--- config.mk ---
export PLATFORM = sky130hd
export DESIGN_NAME = regfile_wb_arbiter_flat
export DESIGN_NICKNAME = d
export VERILOG_FILES = /design/src/rtl/regfile_wb_arbiter_pkg.sv /design/src/rtl/regfile_wb_arbiter_if.sv /design/src/rtl/regfile_wb_arbiter_rr_arbiter_onehot.sv /design/src/rtl/regfile_wb_arbiter.sv /design/src/flat_wrapper.sv
export SDC_FILE = /design/constraint.sdc
export NUM_CORES = 1
export LEC_CHECK = 0
export BUFFER_PORTS_ARGS = -buffer_cell sky130_fd_sc_hd__buf_2
export CORE_ASPECT_RATIO = 0.6
export CORE_UTILIZATION = 39
export CTS_CLUSTER_DIAMETER = 60
export CTS_CLUSTER_SIZE = 30
export DETAILED_ROUTE_END_ITERATION = 10
export HOLD_SLACK_MARGIN = 0.1
export PLACE_DENSITY = 0.81
export SLEW_MARGIN = 10
export SYNTH_ARGS = -nofsm -noshare
export SYNTH_HDL_FRONTEND = slang
export SYNTH_SLANG_ARGS = --single-unit
--- constraint.sdc ---
create_clock -name clk -period 2.55 [get_ports clk]
set_clock_uncertainty 0.2 [all_clocks]
set_input_delay 0.1275 -clock clk [delete_from_list [all_inputs] [get_ports clk]]
set_output_delay 0.1275 -clock clk [all_outputs]
set_load 0.01 [all_outputs]
--- src/rtl/regfile_wb_arbiter_pkg.sv ---
// Shared definitions for the register-file writeback arbiter slice.
//   DEF_XLEN / DEF_AW : default data and register-index widths
//   REG_ZERO          : architectural zero register index (writes suppressed)
//   rr_next()         : round-robin pointer update after a grant
package regfile_wb_pkg;

    localparam int unsigned DEF_XLEN = 32;
    localparam int unsigned DEF_AW   = 5;
    localparam int unsigned REG_ZERO = 0;

    // Next pointer after granting index i out of n requesters. An index
    // outside the requester range means "no grant" and keeps ptr.
    function automatic int unsigned rr_next(input int unsigned ptr,
                                            input int unsigned i,
                                            input int unsigned n);
        if (i >= n)
            return ptr;
        return (i + 1 == n) ? 0 : i + 1;
    endfunction

endpackage

--- src/rtl/regfile_wb_arbiter_if.sv ---
// Requester-side valid/ready bundle of the writeback arbiter.
//   req_valid [NUM_REQ]       : requester i has a write pending
//   req_rd    [NUM_REQ*AW]    : destination index, slice i = [i*AW +: AW]
//   req_data  [NUM_REQ*XLEN]  : write value, slice i = [i*XLEN +: XLEN]
//   req_ready [NUM_REQ]       : one-hot grant back to the requesters
// master = writeback sources, slave = arbiter.
interface regfile_wb_arbiter_if #(
    parameter int unsigned NUM_REQ = 3,
    parameter int unsigned XLEN    = 32,
    parameter int unsigned AW      = 5
);
    logic [NUM_REQ-1:0]      req_valid;
    logic [NUM_REQ*AW-1:0]   req_rd;
    logic [NUM_REQ*XLEN-1:0] req_data;
    logic [NUM_REQ-1:0]      req_ready;

    modport master (output req_valid, output req_rd, output req_data, input req_ready);
    modport slave  (input req_valid, input req_rd, input req_data, output req_ready);
endinterface

--- src/rtl/regfile_wb_arbiter_rr_arbiter_onehot.sv ---
// Combinational round-robin arbiter.
//   valid   : request vector
//   ptr     : index with highest priority this cycle (0..NUM_REQ-1)
//   grant   : one-hot grant of the first valid index at or after ptr (wrapping)
//   gnt_idx : binary index of the granted requester
//   gnt_any : some requester was granted
module rr_arbiter_onehot #(
    parameter  int unsigned NUM_REQ = 3,
    localparam int unsigned PW      = $clog2(NUM_REQ)
) (
    input  logic [NUM_REQ-1:0] valid,
    input  logic [PW-1:0]      ptr,
    output logic [NUM_REQ-1:0] grant,
    output logic [PW-1:0]      gnt_idx,
    output logic               gnt_any
);

    always_comb begin
        int unsigned idx;
        grant   = '0;
        gnt_idx = '0;
        gnt_any = 1'b0;
        idx     = 0;
        for (int unsigned k = 0; k < NUM_REQ; k++) begin
            idx = 32'(ptr) + k;
            if (idx >= NUM_REQ)
                idx = idx - NUM_REQ;
            if (!gnt_any && valid[idx]) begin
                grant[idx] = 1'b1;
                gnt_idx    = PW'(idx);
                gnt_any    = 1'b1;
            end
        end
    end

endmodule

--- src/rtl/regfile_wb_arbiter.sv ---
// Shares the register file's single write port between NUM_REQ writeback
// sources with round-robin arbitration and one output stage register.
//   clk, reset (sync, active-high)
//   hold       : suppress grants; the stage still drains
//   wb         : requester valid/rd/data/ready bundle (slave side)
//   reg_write, write_reg, write_data : register-file write port
//   busy       : stage holds an accepted write (including x0) this cycle
// Optional macro WB_BYPASS_EN adds byp_rs1/2 inputs and byp_hit1/2,
// byp_data1/2 outputs forwarding the staged write.
module regfile_wb_arbiter
    import regfile_wb_pkg::*;
#(
    parameter int unsigned NUM_REQ = 3,
    parameter int unsigned XLEN    = DEF_XLEN,
    parameter int unsigned AW      = DEF_AW
) (
    input  logic                 clk,
    input  logic                 reset,
    input  logic                 hold,
    regfile_wb_arbiter_if.slave  wb,
    output logic                 reg_write,
    output logic [AW-1:0]        write_reg,
    output logic [XLEN-1:0]      write_data,
    output logic                 busy
`ifdef WB_BYPASS_EN
    ,
    input  logic [AW-1:0]        byp_rs1,
    input  logic [AW-1:0]        byp_rs2,
    output logic                 byp_hit1,
    output logic                 byp_hit2,
    output logic [XLEN-1:0]      byp_data1,
    output logic [XLEN-1:0]      byp_data2
`endif
);

    localparam int unsigned PW = $clog2(NUM_REQ);

    logic [PW-1:0]      ptr;
    logic [NUM_REQ-1:0] grant;
    logic [PW-1:0]      gnt_idx;
    logic               gnt_any;
    logic [AW-1:0]      sel_rd;
    logic [XLEN-1:0]    sel_data;

    // Gating the request vector makes hold/reset force req_ready low.
    rr_arbiter_onehot #(.NUM_REQ(NUM_REQ)) u_arb (
        .valid   (wb.req_valid & {NUM_REQ{~hold & ~reset}}),
        .ptr     (ptr),
        .grant   (grant),
        .gnt_idx (gnt_idx),
        .gnt_any (gnt_any)
    );

    assign wb.req_ready = grant;

    always_comb begin
        sel_rd   = '0;
        sel_data = '0;
        for (int unsigned i = 0; i < NUM_REQ; i++) begin
            if (grant[i]) begin
                sel_rd   = wb.req_rd[i*AW +: AW];
                sel_data = wb.req_data[i*XLEN +: XLEN];
            end
        end
    end

    always_ff @(posedge clk) begin
        if (reset) begin
            ptr        <= '0;
            reg_write  <= 1'b0;
            busy       <= 1'b0;
            write_reg  <= '0;
            write_data <= '0;
        end else if (gnt_any) begin
            ptr        <= PW'(rr_next(32'(ptr), 32'(gnt_idx), NUM_REQ));
            busy       <= 1'b1;
            reg_write  <= (sel_rd != AW'(REG_ZERO));
            write_reg  <= sel_rd;
            write_data <= sel_data;
        end else begin
            reg_write  <= 1'b0;
            busy       <= 1'b0;
        end
    end

`ifdef WB_BYPASS_EN
    assign byp_hit1  = reg_write && (write_reg == byp_rs1) && (byp_rs1 != AW'(REG_ZERO));
    assign byp_hit2  = reg_write && (write_reg == byp_rs2) && (byp_rs2 != AW'(REG_ZERO));
    assign byp_data1 = byp_hit1 ? write_data : '0;
    assign byp_data2 = byp_hit2 ? write_data : '0;
`endif

endmodule

--- src/flat_wrapper.sv ---
// flat-port wrapper written by rule: the top's interface ports become plain ports
module regfile_wb_arbiter_flat import regfile_wb_pkg::*;
#(
    parameter int unsigned NUM_REQ = 3,
    parameter int unsigned XLEN    = DEF_XLEN,
    parameter int unsigned AW      = DEF_AW
)
  (clk, reset, hold, reg_write, write_reg, write_data, busy, wb_req_valid, wb_req_rd, wb_req_data, wb_req_ready);
  regfile_wb_arbiter_if #(.NUM_REQ(NUM_REQ), .XLEN(XLEN), .AW(AW)) wb_i ();
  input  logic clk;
  input  logic reset;
  input  logic hold;
  output logic reg_write;
  output logic [AW-1:0] write_reg;
  output logic [XLEN-1:0] write_data;
  output logic busy;
  input wire logic [$bits(wb_i.req_valid)-1:0] wb_req_valid;
  input wire logic [$bits(wb_i.req_rd)-1:0] wb_req_rd;
  input wire logic [$bits(wb_i.req_data)-1:0] wb_req_data;
  output wire logic [$bits(wb_i.req_ready)-1:0] wb_req_ready;
  assign wb_i.req_valid = wb_req_valid;
  assign wb_i.req_rd = wb_req_rd;
  assign wb_i.req_data = wb_req_data;
  assign wb_req_ready = wb_i.req_ready;
  regfile_wb_arbiter #(.NUM_REQ(NUM_REQ), .XLEN(XLEN), .AW(AW)) u_core (.clk(clk), .reset(reset), .hold(hold), .wb(wb_i), .reg_write(reg_write), .write_reg(write_reg), .write_data(write_data), .busy(busy));
endmodule
**After elaboration in Yosys (flattened, before gate mapping)**

Cells that the tools add are included.

- Register bits: 41
- Output and inout bits: 42

- $add $sub $neg: 6
- Magnitude comparators: 10
- Equality and inequality tests: 2
- Muxes and demuxes: 37
- Bitwise operators: 7
- Reductions and logical operators: 10

Operator list:

| kind | number |
|---|---|
| 32-bit two-way mux | 6 |
| 32-bit by 1-bit >= comparator with 1-bit output (second input constant) | 3 |
| 32-bit by 3-bit < comparator with 1-bit output (second input constant) | 3 |
| 5-bit two-way mux | 3 |
| 1-bit two-way mux | 13 |
| 2-bit two-way mux | 6 |
| 3-bit two-way mux | 3 |
| 3-bit by 2-bit subtractor with 4-bit output (second input constant) | 2 |
| 2-bit by 1-bit adder with 3-bit output (second input constant) | 2 |
| 1-bit binary-select mux with 2-bit select | 3 |
| 1-bit demux with 2-bit select | 3 |
| 3-bit by 2-bit >= comparator with 1-bit output (second input constant) | 2 |
| 3-bit OR | 2 |
| 1-bit logical AND | 5 |
| 5-bit nonzero test | 1 |
| 2-bit >= comparator (second input constant) | 2 |
| 2-bit by 2-bit adder with 3-bit output (second input constant) | 1 |
| 3-bit bitwise AND | 1 |
| 3-bit by 2-bit equality test with 1-bit output (second input constant) | 1 |
| 1-bit inverter | 3 |
| 2-bit by 2-bit subtractor with 3-bit output (second input constant) | 1 |
| 1-bit zero test | 2 |
| 2-bit inequality test (second input constant) | 1 |
| 2-bit AND reduction | 1 |
| 2 further kinds | 2 |

**Longest topological paths before layout**

- Word-level depth: 18
- Mapped depth: 12

**By module**

A second synthesis with hierarchy kept.

- Cell total of the unflattened synthesis: 326
- Area, all modules: 2753.9 um^2

By module, submodules not included:

| module | instances | cells an instance | area an instance (um^2) |
|---|---|---|---|
| regfile_wb_arbiter | 1 | 279 | 2392.3 |
| rr_arbiter_onehot | 1 | 47 | 361.6 |

**Worst setup path after synthesis**

OpenSTA, ideal clock, no wires.

- Path type: register -> register
- Start point: register u_core.ptr[0]
- End point: register u_core.write_data[12]
- Library setup time: 0.146 ns
- Arrival: 2.137 ns
- Required time: 2.204 ns
- Slack: 0.067 ns
- Cell stages (with the launch flop): 10
- Cells stage by stage: dfxtp_1 inv_1 ha_1 nor3_2 a32oi_2 o32ai_4 nand2_2 buf_2 a31oi_1 a211oi_2

- Word-level cells in the longest chain between the ends: 14
- Elaborated cells between the ends (all ways): 47
- Those cells by class: add/sub: 5; order compare: 9; mux: 24; bitwise: 2; reduce/logical: 7

Ends and longest elaborated chain:

| element | RTL line | text |
|---|---|---|
| start, declared | regfile_wb_arbiter.sv:38 | `logic [PW-1:0] ptr;` |
| start signal, assigned | regfile_wb_arbiter.sv:75 | `ptr <= PW'(rr_next(32'(ptr), 32'(gnt_idx), NUM_REQ));` |
| 2-bit by 1-bit adder with 3-bit output, or another cell as far along | regfile_wb_arbiter_rr_arbiter_onehot.sv:25 | `idx = 32'(ptr) + k;` |
| 3-bit by 2-bit subtractor with 4-bit output, or another cell as far along | regfile_wb_arbiter_rr_arbiter_onehot.sv:27 | `idx = idx - NUM_REQ;` |
| 32-bit two-way mux, or another cell as far along | regfile_wb_arbiter_rr_arbiter_onehot.sv:26 | `if (idx >= NUM_REQ)` |
| 32-bit by 1-bit >= comparator with 1-bit output (not written as such), or another cell as far along | regfile_wb_arbiter_rr_arbiter_onehot.sv:29 | `grant[idx] = 1'b1;` |
| 1-bit logical AND (not written as such), or another cell as far along | regfile_wb_arbiter_rr_arbiter_onehot.sv:29 |  |
| 1-bit two-way mux (not written as such), or another cell as far along | regfile_wb_arbiter_rr_arbiter_onehot.sv:29 |  |
| 1-bit demux with 2-bit select, or another cell as far along | regfile_wb_arbiter_rr_arbiter_onehot.sv:29 |  |
| 3-bit OR (no source line) / 1-bit two-way mux (equally long branches) | -- |  |
| 3-bit two-way mux / 1-bit zero test (equally long branches) | regfile_wb_arbiter_rr_arbiter_onehot.sv:28 | `if (!gnt_any && valid[idx]) begin` |
| 3-bit OR (no source line) / 1-bit logical AND (equally long branches) | -- |  |
| 3-bit two-way mux | regfile_wb_arbiter_rr_arbiter_onehot.sv:28 |  |
| 32-bit two-way mux (3 in series) | regfile_wb_arbiter.sv:60 | `if (grant[i]) begin` |
| end signal, assigned | regfile_wb_arbiter.sv:79 | `write_data <= sel_data;` |
| end, declared | regfile_wb_arbiter.sv:23 | `output logic [XLEN-1:0] write_data,` |

Parallel ways exist; a longest one is shown, timed or not. The select of a mux whose other input is x is not followed.
A chain may end at the register's enable or synchronous reset.

**Worst setup path after layout**

- Start point: register u_core.ptr[1]
- End point: register u_core.write_data[0]

The elaborated chain is that of the path after synthesis.

==> results.tsv <==
stage	metric	value	unit
run_status	status	complete, but fails checks	
run_status	violations	hold timing, setup timing	
route	dr.pass1.iters	7	
yosys	synth-seq-cells	41	
finish	final_nets	697	
timing	maxSlewViolCount	0	
clock_tree	cts_hold_buf	96	
timing	hold_viol	2	
timing	fin_ws	-0.102	ns
timing	setup-tns-final	-1.71	ns
die	initial_core_util	41.4	%
yosys	syn-cell-area	2600	µm²
yosys	syn_inst	288	
die	dieArea	7010	µm²
finish	fillers	328	
finish	final_util	84.5	%
route	drt_iter0_drc	456	
finish	final_common_cell	buf_2	
clock_tree	htree_levels	2	
clock_tree	clk_latency	0.31	ns
global_routing	grt_antenna_before_repair	0	
yosys	synth-seq-area-share	31.6	%
global_routing	grt_use_total	36.3	%
worst_hold_path	holdCritPathClass	in -> reg	
timing	period_needed	2.65	ns
worst_setup_path	worstPathRequired	2.57	ns
timing	fmaxAchievable	377	MHz
die	die_h	65.3	µm
worst_setup_path	cp.arrival	2.67	ns
worst_setup_path	crit_type	reg -> reg	
worst_setup_path	crit_path_max_fanout	8	
clock_tree	cts-root-buf	clkbuf_8	
finish	multi_input_area	1840	µm²
finish	ff_latch_area	828	µm²
finish	area_growth	104	%
timing	worstMarginPinSlew	0.543	ns
global_routing	grt_pass1_wl	19200	µm
yosys	synth.avg_cell_area	9.03	µm²
power	irDropWorstVdd	0.375	mV
die	core_area	6280	µm²
yosys	synth_nets	409	
yosys	async_reset_ff_share	0	%
yosys	synth_top_area_share	31.6	%
route	routed_wirelength	14300	µm
die	rows	22	
finish	stdcell_area	5310	µm²
timing	finalSetupViolCount	37	
place	port_buffers	158	
finish	drive_above_1_share	51.3	%
clock_tree	cts_tree	built	
timing	fin_crit_sh	104	%
finish	layout_common_cells	buf_2 (156), dlygate4sd3_1 (96), buf_4 (39), dfxtp_1 (39), a22oi_1 (26)	
die	ios	159	
power	power	3.20	mW
power	p_per_area	603	nW/µm²
global_routing	overflow	0	
timing	rsz0062_at_grt	yes	
place	dpl.hpwl	6730	µm
place	postPlaceCellArea	3620	µm²
global_routing	grt_max_degree	21	
route	ant_nets	0	
route	vias_per_cell	6.15	
yosys	ys.warnings.count	0	
die	fp.dieW	107	µm
clock_tree	cts_buffers	5	
yosys	synth_largest_area_cell	dfxtp_1	
clock_tree	clock_path_buffers	2	
clock_tree	clkSinkCount	41	
finish	largest_reg_flops	32	
timing	fin_hold_ws	-0.0376	ns
job	max_cap_viol_count	0	
route	vias	4067	
worst_setup_path	cp-end-kind	register	
worst_setup_path	start_kind	register	
yosys	yosys.cell_types.count	50	
yosys	ys.flop_type	dfxtp_1	
finish	n_antenna_cell	0	
global_routing	grt_pass1_vias	3806	
yosys	synth.area.top_cells	dfxtp_1 (32%), a211oi_2 (9.1%), a22oi_1 (8.4%)	
clock_tree	path_clk_slew	0.09	ns
power	leakagePower	2.32	nW
timing	slew_headroom	63.6	%
yosys	synth_edf_count	0	
place	gp_congestion	0.893	
route	wl_per_cell	21.6	µm
route	drc_errors	0	
==> layer usage <==
layer	GRT usage, %	up-vias	share of wire [%]
li1	-	1714	-
met2	61.1	342	47
met4	19.3	0	5.0
met3	10.5	91	11
met5	0	-	0
met1	42.2	1920	37
==> cell type report <==
type	count	area share [%]
Sequential cell	41	15.6
Tap cell	84	1.98
Timing Repair Buffer	310	44.3
Inverter	12	1.23
Clock buffer	7	1.63
Clock inverter	1	0.566
Multi-Input combinational cell	206	34.7
==> cells in the mapped netlist (all sizes together) (6+ instances only) <==
| cell | number |
|---|---|
| a211oi | 25 |
| a22oi | 30 |
| a31oi | 21 |
| and3 | 19 |
| buf | 24 |
| dfxtp | 41 |
| inv | 12 |
| nand2 | 12 |
| nor2 | 10 |
| nor3 | 6 |
| o21ai | 20 |
| o22ai | 26 |
==> final timing paths <==
path	start	endpoint	slack, ns	cells past startpoint
setup reg to reg	u_core.ptr[1]$_SDFFE_PP0P_	u_core.write_data[0]$_SDFFE_PP0N_	-0.10	10
hold reg to reg	u_core.write_reg[4]$_SDFFE_PP0N_	u_core.write_reg[4]$_SDFFE_PP0N_	0.28	2
hold / removal	reset	u_core.write_reg[1]$_SDFFE_PP0N_	-0.04	2
setup / recovery	u_core.ptr[1]$_SDFFE_PP0P_	u_core.write_data[0]$_SDFFE_PP0N_	-0.10	10
==> repair_timing <==
item,4_1_cts,5_1_grt
setup endpoints to repair,40,41
pin swaps,6,35
endpoints found under the hold margin,38,2
setup buffers,6,13
gates resized for setup,31,48
gates cloned,1,1
==> report_power, final <==
| part | switching (mW) | internal [mW] |
|---|---|---|
| clock network | 0.256 | 0.320 |
| logic | 0.886 | 0.840 |
| registers | 0.0994 | 0.797 |
==> kinds of logic after synthesis <==
kind of cell               Yosys count  share of synthesized area [%]
DFF                                 41                           31.6
AOI/OAI and AO/OA                  140                           42.4
muxes                                4                           1.78
buffers and inverters               41                           9.33
and+or+nand+nor                     57                           12.6
adders and majority gates            5                           2.31
==> stage by stage <==
stage          cells  hold WS, ns  setup WS, ns
2_1_floorplan    288       0.0732        0.0665
3_3_place_gp     536        0.156       -0.0712
3_5_place_dp     536        0.169        -0.186
4_1_cts          647      -0.0652      -0.00553
5_1_grt          661      -0.0413        -0.140
6_report         661      -0.0376        -0.102
==> worst max-delay path, cell delays in order, from the launching register on <==
cell and delay, ns:
dfxtp_4 0.39, inv_4 0.04, ha_4 0.16, mux2_4 0.32
a22o_1 0.25, o311a_4 0.40, nor2_4 0.18, buf_12 0.14
buf_12 0.13, a31oi_4 0.08, a211oi_2 0.25
No activity file was read; power rests on OpenSTA's default activity.
